[src/rtl/md_arbiter_if.sv]
// Bundle of both requester ports plus the multiply/divide unit port of md_arbiter.
// Latency: none (wires only).
// Backpressure: requesters hold *_req until *_gnt; the unit stalls via md_busy.
interface md_arbiter_if;
  // Port 0: pipeline E stage
  logic        p0_req;
  logic [2:0]  p0_op;
  logic [31:0] p0_a;
  logic [31:0] p0_b;
  logic        p0_gnt;
  logic        p0_done;
  logic        p0_abort;
  logic [31:0] p0_rdata;
  // Port 1: bridge / coprocessor side
  logic        p1_req;
  logic [2:0]  p1_op;
  logic [31:0] p1_a;
  logic [31:0] p1_b;
  logic        p1_gnt;
  logic        p1_done;
  logic [31:0] p1_rdata;
  // Exception request from CP0
  logic        flush;
  // Multiply/divide unit side
  logic        md_req;
  logic [31:0] md_instr;
  logic        md_start;
  logic [31:0] md_srcA;
  logic [31:0] md_srcB;
  logic        md_busy;
  logic [31:0] md_res;
  // Sticky watchdog error
  logic        err;

  // Arbiter view
  modport master (
    input  p0_req, p0_op, p0_a, p0_b,
    input  p1_req, p1_op, p1_a, p1_b,
    input  flush, md_busy, md_res,
    output p0_gnt, p0_done, p0_abort, p0_rdata,
    output p1_gnt, p1_done, p1_rdata,
    output md_req, md_instr, md_start, md_srcA, md_srcB,
    output err
  );

  // Environment view (requesters, CP0 and the unit)
  modport slave (
    output p0_req, p0_op, p0_a, p0_b,
    output p1_req, p1_op, p1_a, p1_b,
    output flush, md_busy, md_res,
    input  p0_gnt, p0_done, p0_abort, p0_rdata,
    input  p1_gnt, p1_done, p1_rdata,
    input  md_req, md_instr, md_start, md_srcA, md_srcB,
    input  err
  );
endinterface

[src/rtl/md_arbiter.sv]
// Shares one HI/LO multiply/divide unit between two requesters and sequences issue/wait/done.
// Latency: gnt 1 cycle after IDLE sample; done at +2 (MT/MF), +8 (MULT), +13 (DIV) without stalls.
// Backpressure: one op in flight; requests wait in IDLE; unit busy/flush stretch WAIT.
// Optional: define MD_P0_PRIORITY_EN for fixed port-0 priority instead of round-robin.
module md_arbiter #(
  parameter int TIMEOUT = 16
) (
  input  logic         clk,
  input  logic         reset,
  md_arbiter_if.master bus
);

  localparam int WDW = (TIMEOUT < 2) ? 1 : $clog2(TIMEOUT);
  localparam logic [WDW-1:0] WD_LAST = WDW'(TIMEOUT - 1);

  typedef enum logic [1:0] {
    S_IDLE  = 2'd0,
    S_ISSUE = 2'd1,
    S_WAIT  = 2'd2,
    S_DONE  = 2'd3
  } state_t;

  state_t      state;
  logic        owner;      // 0 = port 0, 1 = port 1
  logic [2:0]  hold_op;
  logic        gnt0, gnt1;
  logic        done0, done1;
  logic        abort0;
  logic [31:0] rdata0, rdata1;
  logic [31:0] instr_q;
  logic        start_q;
  logic [31:0] src_a_q, src_b_q;
  logic        err_q;
  logic [WDW-1:0] wdog;

`ifdef MD_P0_PRIORITY_EN
`else
  logic        rr_last;    // port served most recently
`endif

  logic        any_req;
  logic        pick1;
  logic [2:0]  sel_op;
  logic [31:0] sel_a, sel_b;

  // R-type funct field the unit decodes for each op code
  function automatic logic [5:0] funct_of(input logic [2:0] op);
    logic [5:0] f;
    case (op)
      3'd0:    f = 6'h18;  // MULT
      3'd1:    f = 6'h19;  // MULTU
      3'd2:    f = 6'h1A;  // DIV
      3'd3:    f = 6'h1B;  // DIVU
      3'd4:    f = 6'h11;  // MTHI
      3'd5:    f = 6'h13;  // MTLO
      3'd6:    f = 6'h10;  // MFHI
      default: f = 6'h12;  // MFLO
    endcase
    return f;
  endfunction

  // Winner selection and operand mux for the IDLE sample
  always_comb begin
    any_req = bus.p0_req | bus.p1_req;
`ifdef MD_P0_PRIORITY_EN
    pick1   = ~bus.p0_req;
`else
    // On a tie the port not served last wins
    pick1   = bus.p1_req & (~bus.p0_req | ~rr_last);
`endif
    sel_op  = pick1 ? bus.p1_op : bus.p0_op;
    sel_a   = pick1 ? bus.p1_a  : bus.p0_a;
    sel_b   = pick1 ? bus.p1_b  : bus.p0_b;
  end

  // Sequencer: arbitration, issue, busy wait with watchdog, completion
  always_ff @(posedge clk) begin
    if (reset) begin
      state   <= S_IDLE;
      owner   <= 1'b0;
      hold_op <= 3'd0;
      gnt0    <= 1'b0;
      gnt1    <= 1'b0;
      done0   <= 1'b0;
      done1   <= 1'b0;
      abort0  <= 1'b0;
      rdata0  <= 32'd0;
      rdata1  <= 32'd0;
      instr_q <= 32'd0;
      start_q <= 1'b0;
      src_a_q <= 32'd0;
      src_b_q <= 32'd0;
      err_q   <= 1'b0;
      wdog    <= '0;
`ifdef MD_P0_PRIORITY_EN
`else
      rr_last <= 1'b1;
`endif
    end else begin
      // Pulses last a single cycle unless re-armed below
      gnt0   <= 1'b0;
      gnt1   <= 1'b0;
      done0  <= 1'b0;
      done1  <= 1'b0;
      abort0 <= 1'b0;

      case (state)
        S_IDLE: begin
          if (any_req) begin
            owner   <= pick1;
            hold_op <= sel_op;
            gnt0    <= ~pick1;
            gnt1    <= pick1;
            // Unit-facing bus is registered so it is stable for the whole ISSUE cycle
            instr_q <= {26'd0, funct_of(sel_op)};
            start_q <= ~sel_op[2];
            src_a_q <= sel_a;
            src_b_q <= sel_b;
            state   <= S_ISSUE;
          end
        end

        S_ISSUE: begin
          if (bus.flush) begin
            // The unit ignores this cycle because md_req is high
            if (!owner) begin
              abort0  <= 1'b1;
              instr_q <= 32'd0;
              start_q <= 1'b0;
              state   <= S_IDLE;
            end
            // Port-1 ops are kept and simply reissued next cycle
          end else begin
            instr_q <= 32'd0;
            start_q <= 1'b0;
            if (!hold_op[2]) begin
              wdog  <= '0;
              state <= S_WAIT;
            end else begin
              if (hold_op[1]) begin
                // MFHI/MFLO: unit read data is valid during ISSUE
                if (owner) rdata1 <= bus.md_res;
                else       rdata0 <= bus.md_res;
              end
              done0 <= ~owner;
              done1 <= owner;
              state <= S_DONE;
            end
          end
        end

        S_WAIT: begin
          if (!bus.md_busy) begin
            done0 <= ~owner;
            done1 <= owner;
            state <= S_DONE;
          end else if (!bus.flush) begin
            // Flush freezes the unit, so frozen cycles are not counted
            if (wdog == WD_LAST) begin
              err_q <= 1'b1;
              done0 <= ~owner;
              done1 <= owner;
              state <= S_DONE;
            end else begin
              wdog <= wdog + 1'b1;
            end
          end
        end

        S_DONE: begin
`ifdef MD_P0_PRIORITY_EN
`else
          rr_last <= owner;
`endif
          state <= S_IDLE;
        end

        default: state <= S_IDLE;
      endcase
    end
  end

  assign bus.p0_gnt   = gnt0;
  assign bus.p0_done  = done0;
  assign bus.p0_abort = abort0;
  assign bus.p0_rdata = rdata0;
  assign bus.p1_gnt   = gnt1;
  assign bus.p1_done  = done1;
  assign bus.p1_rdata = rdata1;
  assign bus.md_req   = bus.flush;
  assign bus.md_instr = instr_q;
  assign bus.md_start = start_q;
  assign bus.md_srcA  = src_a_q;
  assign bus.md_srcB  = src_b_q;
  assign bus.err      = err_q;

endmodule

[src/flat_wrapper.sv]
// flat-port wrapper written by rule: the top's interface ports become plain ports
module md_arbiter_flat 
#(
  parameter int TIMEOUT = 16
)
  (clk, reset, bus_p0_req, bus_p0_op, bus_p0_a, bus_p0_b, bus_p1_req, bus_p1_op, bus_p1_a, bus_p1_b, bus_flush, bus_md_busy, bus_md_res, bus_p0_gnt, bus_p0_done, bus_p0_abort, bus_p0_rdata, bus_p1_gnt, bus_p1_done, bus_p1_rdata, bus_md_req, bus_md_instr, bus_md_start, bus_md_srcA, bus_md_srcB, bus_err);
  md_arbiter_if bus_i ();
  input  logic clk;
  input  logic reset;
  input wire logic [$bits(bus_i.p0_req)-1:0] bus_p0_req;
  input wire logic [$bits(bus_i.p0_op)-1:0] bus_p0_op;
  input wire logic [$bits(bus_i.p0_a)-1:0] bus_p0_a;
  input wire logic [$bits(bus_i.p0_b)-1:0] bus_p0_b;
  input wire logic [$bits(bus_i.p1_req)-1:0] bus_p1_req;
  input wire logic [$bits(bus_i.p1_op)-1:0] bus_p1_op;
  input wire logic [$bits(bus_i.p1_a)-1:0] bus_p1_a;
  input wire logic [$bits(bus_i.p1_b)-1:0] bus_p1_b;
  input wire logic [$bits(bus_i.flush)-1:0] bus_flush;
  input wire logic [$bits(bus_i.md_busy)-1:0] bus_md_busy;
  input wire logic [$bits(bus_i.md_res)-1:0] bus_md_res;
  output wire logic [$bits(bus_i.p0_gnt)-1:0] bus_p0_gnt;
  output wire logic [$bits(bus_i.p0_done)-1:0] bus_p0_done;
  output wire logic [$bits(bus_i.p0_abort)-1:0] bus_p0_abort;
  output wire logic [$bits(bus_i.p0_rdata)-1:0] bus_p0_rdata;
  output wire logic [$bits(bus_i.p1_gnt)-1:0] bus_p1_gnt;
  output wire logic [$bits(bus_i.p1_done)-1:0] bus_p1_done;
  output wire logic [$bits(bus_i.p1_rdata)-1:0] bus_p1_rdata;
  output wire logic [$bits(bus_i.md_req)-1:0] bus_md_req;
  output wire logic [$bits(bus_i.md_instr)-1:0] bus_md_instr;
  output wire logic [$bits(bus_i.md_start)-1:0] bus_md_start;
  output wire logic [$bits(bus_i.md_srcA)-1:0] bus_md_srcA;
  output wire logic [$bits(bus_i.md_srcB)-1:0] bus_md_srcB;
  output wire logic [$bits(bus_i.err)-1:0] bus_err;
  assign bus_i.p0_req = bus_p0_req;
  assign bus_i.p0_op = bus_p0_op;
  assign bus_i.p0_a = bus_p0_a;
  assign bus_i.p0_b = bus_p0_b;
  assign bus_i.p1_req = bus_p1_req;
  assign bus_i.p1_op = bus_p1_op;
  assign bus_i.p1_a = bus_p1_a;
  assign bus_i.p1_b = bus_p1_b;
  assign bus_i.flush = bus_flush;
  assign bus_i.md_busy = bus_md_busy;
  assign bus_i.md_res = bus_md_res;
  assign bus_p0_gnt = bus_i.p0_gnt;
  assign bus_p0_done = bus_i.p0_done;
  assign bus_p0_abort = bus_i.p0_abort;
  assign bus_p0_rdata = bus_i.p0_rdata;
  assign bus_p1_gnt = bus_i.p1_gnt;
  assign bus_p1_done = bus_i.p1_done;
  assign bus_p1_rdata = bus_i.p1_rdata;
  assign bus_md_req = bus_i.md_req;
  assign bus_md_instr = bus_i.md_instr;
  assign bus_md_start = bus_i.md_start;
  assign bus_md_srcA = bus_i.md_srcA;
  assign bus_md_srcB = bus_i.md_srcB;
  assign bus_err = bus_i.err;
  md_arbiter #(.TIMEOUT(TIMEOUT)) u_core (.clk(clk), .reset(reset), .bus(bus_i));
endmodule
[config.mk]
export PLATFORM = sky130hd
export DESIGN_NAME = md_arbiter_flat
export DESIGN_NICKNAME = d
export VERILOG_FILES = /design/src/rtl/md_arbiter_if.sv /design/src/rtl/md_arbiter.sv /design/src/flat_wrapper.sv
export SDC_FILE = /design/constraint.sdc
export NUM_CORES = 1
export LEC_CHECK = 0
export CAP_MARGIN = 20
export CORE_AREA = 2 2 132 134
export CTS_CLUSTER_SIZE = 30
export DETAILED_ROUTE_END_ITERATION = 6
export DIE_AREA = 0 0 134 136
export PLACE_DENSITY = 0.75
export SLEW_MARGIN = 40
export SYNTH_ARGS = -nofsm -noshare
export SYNTH_HDL_FRONTEND = slang
export SYNTH_SLANG_ARGS = --single-unit
[constraint.sdc]
create_clock -name clk -period 4.3 [get_ports clk]
set_input_delay 0.86 -clock clk [delete_from_list [all_inputs] [get_ports clk]]
set_output_delay 0.86 -clock clk [all_outputs]
set_load 0.01 [all_outputs]
# After elaboration in Yosys (flattened, before gate mapping)
# Cells that the tools add are included.
dict set report op_classes {
  muxes 39
  n_reduce_logical 13
  bitwise_logic 12
  n_eq_ne 19
  addsub 1
}
# op count
set ops {}
lappend ops {{$mux 32} 5}
lappend ops {{$pmux 32 s2} 1}
lappend ops {{$pmux 4 s7} 1}
lappend ops {{$mux 4} 5}
lappend ops {{$mux 1} 15}
lappend ops {{$mux 2} 6}
lappend ops {{$ne 2x2->1 const B} 5}
lappend ops {{$reduce_and 5->1} 2}
lappend ops {{$eq 3x3->1 const B} 3}
lappend ops {{$not 1->1} 9}
lappend ops {{$pmux 2 s4} 1}
lappend ops {{$pmux 4 s2} 1}
lappend ops {{$reduce_and 4->1} 2}
lappend ops {{$eq 3x2->1 const B} 2}
lappend ops {{$ne 3x3->1 const B} 2}
lappend ops {{$pmux 1 s2} 3}
lappend ops {{$reduce_and 6->1} 1}
lappend ops {{$reduce_or 3->1} 2}
lappend ops {{$add 4x1->4 const B} 1}
lappend ops {{$eq 2x2->1 const B} 2}
lappend ops {{$eq 4x4->1 const B} 1}
lappend ops {{$reduce_bool 2->1} 2}
lappend ops {{$eq 3x1->1 const B} 1}
lappend ops {{$logic_not 3->1} 1}
lappend ops {{9 further kinds} 10}
dict set report totals {
  out_inout_bits 168
  ff_bits 178
  elab_cells 101
}

# Longest topological paths before layout
dict set report logic_depth {
  depth_word 8
  depth_mapped 8
  mapped_depth_nobuf 6
}

# Worst setup path before layout
# Ideal clock, no wire load.
dict set report synth_timing {
  kind {input port to flip-flop}
  start {input port bus_flush}
  end {register u_core.state[0]}
  path_slack_ns 2.253
  setup_ns 0.095
  stages 5
  path_buffers 1
  arrival_time_ns 1.951
  cell_sequence {buf_2 -> nand4b_1 -> a311oi_1 -> o21ai_0 -> a221oi_1}
}
dict set report synth_between {
  elab_chain_cells 2
}
# item line
set synth_lines {}
lappend synth_lines {{from (decl)} flat_wrapper.sv:18} ;# input wire logic [$bits(bus_i.flush)-1:0] bus_flush;
lappend synth_lines {{$ne 3x3->1 (no source line) / $mux 2 (equally long branches)} --}
lappend synth_lines {{$reduce_and 4->1 (no source line) / $pmux 2 s4 (equally long branches)} --}
lappend synth_lines {{to (signal assigned)} md_arbiter.sv:79} ;# state <= S_IDLE;
lappend synth_lines {{to (signal assigned)} md_arbiter.sv:119} ;# state <= S_ISSUE;
lappend synth_lines {{to (signal assigned)} md_arbiter.sv:130} ;# state <= S_IDLE;
lappend synth_lines {{to (decl)} md_arbiter.sv:23} ;# state_t state;
# Parallel ways exist; a longest one is shown, timed or not.
# A chain may end at the register's enable or synchronous reset.

# Worst setup path after layout
dict set report layout_timing {
  start {input port bus_flush}
  end {output port bus_md_req}
}
# item line
set layout_lines {}
lappend layout_lines {{to (decl)} flat_wrapper.sv:28} ;# output wire logic [$bits(bus_i.md_req)-1:0] bus_md_req;
# No word-level cell between the ends.

==> results.tsv <==
metric	value	unit
status	complete, no violations	
share of layout cells above drive strength 1	4.08	%
Pins Over Slew Limit	0	
CP max-delay cell	clkdlybuf4s50_1	
most numerous cell in the Yosys netlist	dfxtp_1	
placed cell count	1199	
Synth Cell Area	6200	sq um
Post-synth top flop	dfxtp_1	
CP required	3440	ps
worst path buffer plus inverter count	2	
beginning of the worst hold path	u_core.bus.p1_rdata[3]	
WP data arrival	2100	ps
H-tree depth	4	
antenna violations before repair	1	
worst slew pin tran	791	ps
core area	16900	sq um
Worst-Skew Late Latency	410	ps
Slowest Stage Delay on Critical Path	640	ps
Gate Count Post-Synth	714	
Seq cells post-synth	148	
Post CTS Setup Buffer Count	0	
Total Die Area	18200	sq um
Ports	340	
Via Count	5944	
CTS buffer count	17	
1st-iter DRT viols	256	
Seq/Total Area, Yosys	47.8	%
flop-to-flop setup slack	2210	ps
Post-synth top cells	dfxtp_1, nand2_1, a21oi_1, nor2_1, a211oi_1	
HPWL Detailed	14500	um
GRT Total Usage	21.2	%
worst-path cell chain	clkdlybuf4s50_1, clkdlybuf4s50_1	
final WL	19800	um
final count of negative-setup-slack endpoints	0	
Ys Warns	0	
global route total overflow	0	
row count	48	
Clock Tree Buf Depth	2	
IO Port Bufs	311	
Die Y	136	um
post-synth top area share	47.8	%
crit-path leading delay family	buffers and inverters	
post-route clock period utilization	68.8	%
crit path max fanout	10	
Routability Congestion	0.794	
syn_area_per_cell	8.68	sq um
Crit. End Element	output port	
power per cell area	401	nW/um^2
LEAKAGE	3.60	nW
Max VDD drop	0.253	mV
P&R area growth vs syn	60.0	%
die boundary width	134	um
post-DR wirelength/cell	16.1	um
largest net degree at the start of global routing	91	
detailed-route vias per instance	4.83	
cell taking the most area after synthesis	dfxtp_1	
FF-to-FF End	u_core.bus.md_srcA[1]	
CTS root buffer	clkbuf_16	
Non-Filler Instances	1230	
Hold Crit Endpoint	u_core.bus.p1_rdata[3]	
TritonCTS clock tree	done	
Achievable Freq	338	MHz
stages on the worst setup path	2	
# hold bufs at CTS	0	
DRC viols	0	
clock slew at reported path FFs	60	ps
first-pass GRT wire length	30100	um
1st-pass router iterations	4	
Hold Path Class	flip-flop to flip-flop	
Crit path top cell by count	clkdlybuf4s50_1	
Period minus WS final	2960	ps
Crit Reg-Reg Startpoint	u_core.state[0]	
max cap viols	0	
fin nets	1170	
worst setup path class	input port to output port	
post-cts resize count	0	
Sink Count	148	
Fin Setup TNS	0	ps
clk_skew	9.93	ps
hold depth	2	
Fillers	1527	
number of global-route vias before repair	5692	
final hold vios	0	
RSZ-0062 raised after global routing	no	
startpoint types	input port	
Slew headroom	47.3	%
Area contributors post-synth	dfxtp_1, mux2i_1, a211oi_1	
R2R depth	6	
Routed Antenna Nets	0	
Yosys cell types	41	
Starting Density	36.7	%
Post-synth EDFFs	0	
post-synthesis async set-or-reset flop share	0	%
-- placed cells by master, fill, tap and decap left out, types with 7 or more instances in the layout --
cell / instances
conb_1: 28
mux2i_1: 66
nor3_1: 7
a211oi_1: 70
clkdlybuf4s50_1: 310
a21oi_1: 71
nor2_1: 71
buf_4: 7
nand2_1: 138
dfxtp_1: 148
clkbuf_16: 17
-- sequential cells by signal, indices dropped and copies added, names as in the netlist, 2 cells and up, named ones only --
name	cells
u_core.bus.md_srcA	32
u_core.bus.p1_rdata	32
u_core.bus.md_instr	4
u_core.bus.md_srcB	32
u_core.wdog	4
u_core.hold_op	2
u_core.bus.p0_rdata	32
-- area by class of cell --
type | count | area, sq um | area share [%]
sequential | 148 | 2960 | 29.9
clock inverter | 10 | 131 | 1.32
inverter | 4 | 15.0 | 0.151
antenna | 1 | 2.50 | 0.0252
timing repair buffer | 319 | 3200 | 32.2
multi-input combinational | 503 | 2870 | 29.0
clock buffer | 20 | 457 | 4.60
tap | 225 | 282 | 2.84
-- metrics by stage --
step                utilization, %  worst slack, ps  power, W  hold slack (ps)  cell area [sq um]
floorplan                        -             2250   0.00203              481               6300
global placement              55.3             1350   0.00250              441               9330
detailed placement            55.3             1340   0.00251              446               9330
CTS                           58.8             1340   0.00402              454               9920
global route                  58.8             1290   0.00417              467               9920
finish                        58.8             1340   0.00398              451               9920
-- layer usage --
metal,vias to the layer above,track usage (%),share of wire [%]
li1,2968,-,-
met2,248,36.2,49
met1,2703,23.6,39
met5,-,0,0
met3,25,9.51,11
met4,0,7.21,2.3
-- worst max path at each step --
stage                          from         endpoint  slack [ps]
after floorplan           bus_flush  u_core.state[0]        2250
after global placement    bus_flush       bus_md_req        1350
after detailed placement  bus_flush       bus_md_req        1340
after CTS                 bus_flush       bus_md_req        1340
after global routing      bus_flush       bus_md_req        1290
final                     bus_flush       bus_md_req        1340
-- kinds of logic after synthesis --
group | Yosys count | share of synthesized area (%)
adder cells (fa/ha/maj) | 5 | 1.01
multiplexers | 66 | 10.7
other | 1 | 0.0605
AND/OR/NAND/NOR | 244 | 16.3
AO/OA/AOI/OAI | 160 | 16.4
flip-flops | 148 | 47.8
buffers and inverters | 90 | 7.79
-- power by group --
part	leakage (nW)	internal (W)	switching, W
registers	1.21	0.00150	0.0000718
logic	2.09	0.000484	0.000423
clock network	0.292	0.000934	0.000567
Note: power is estimated with default switching activity, not from simulation.
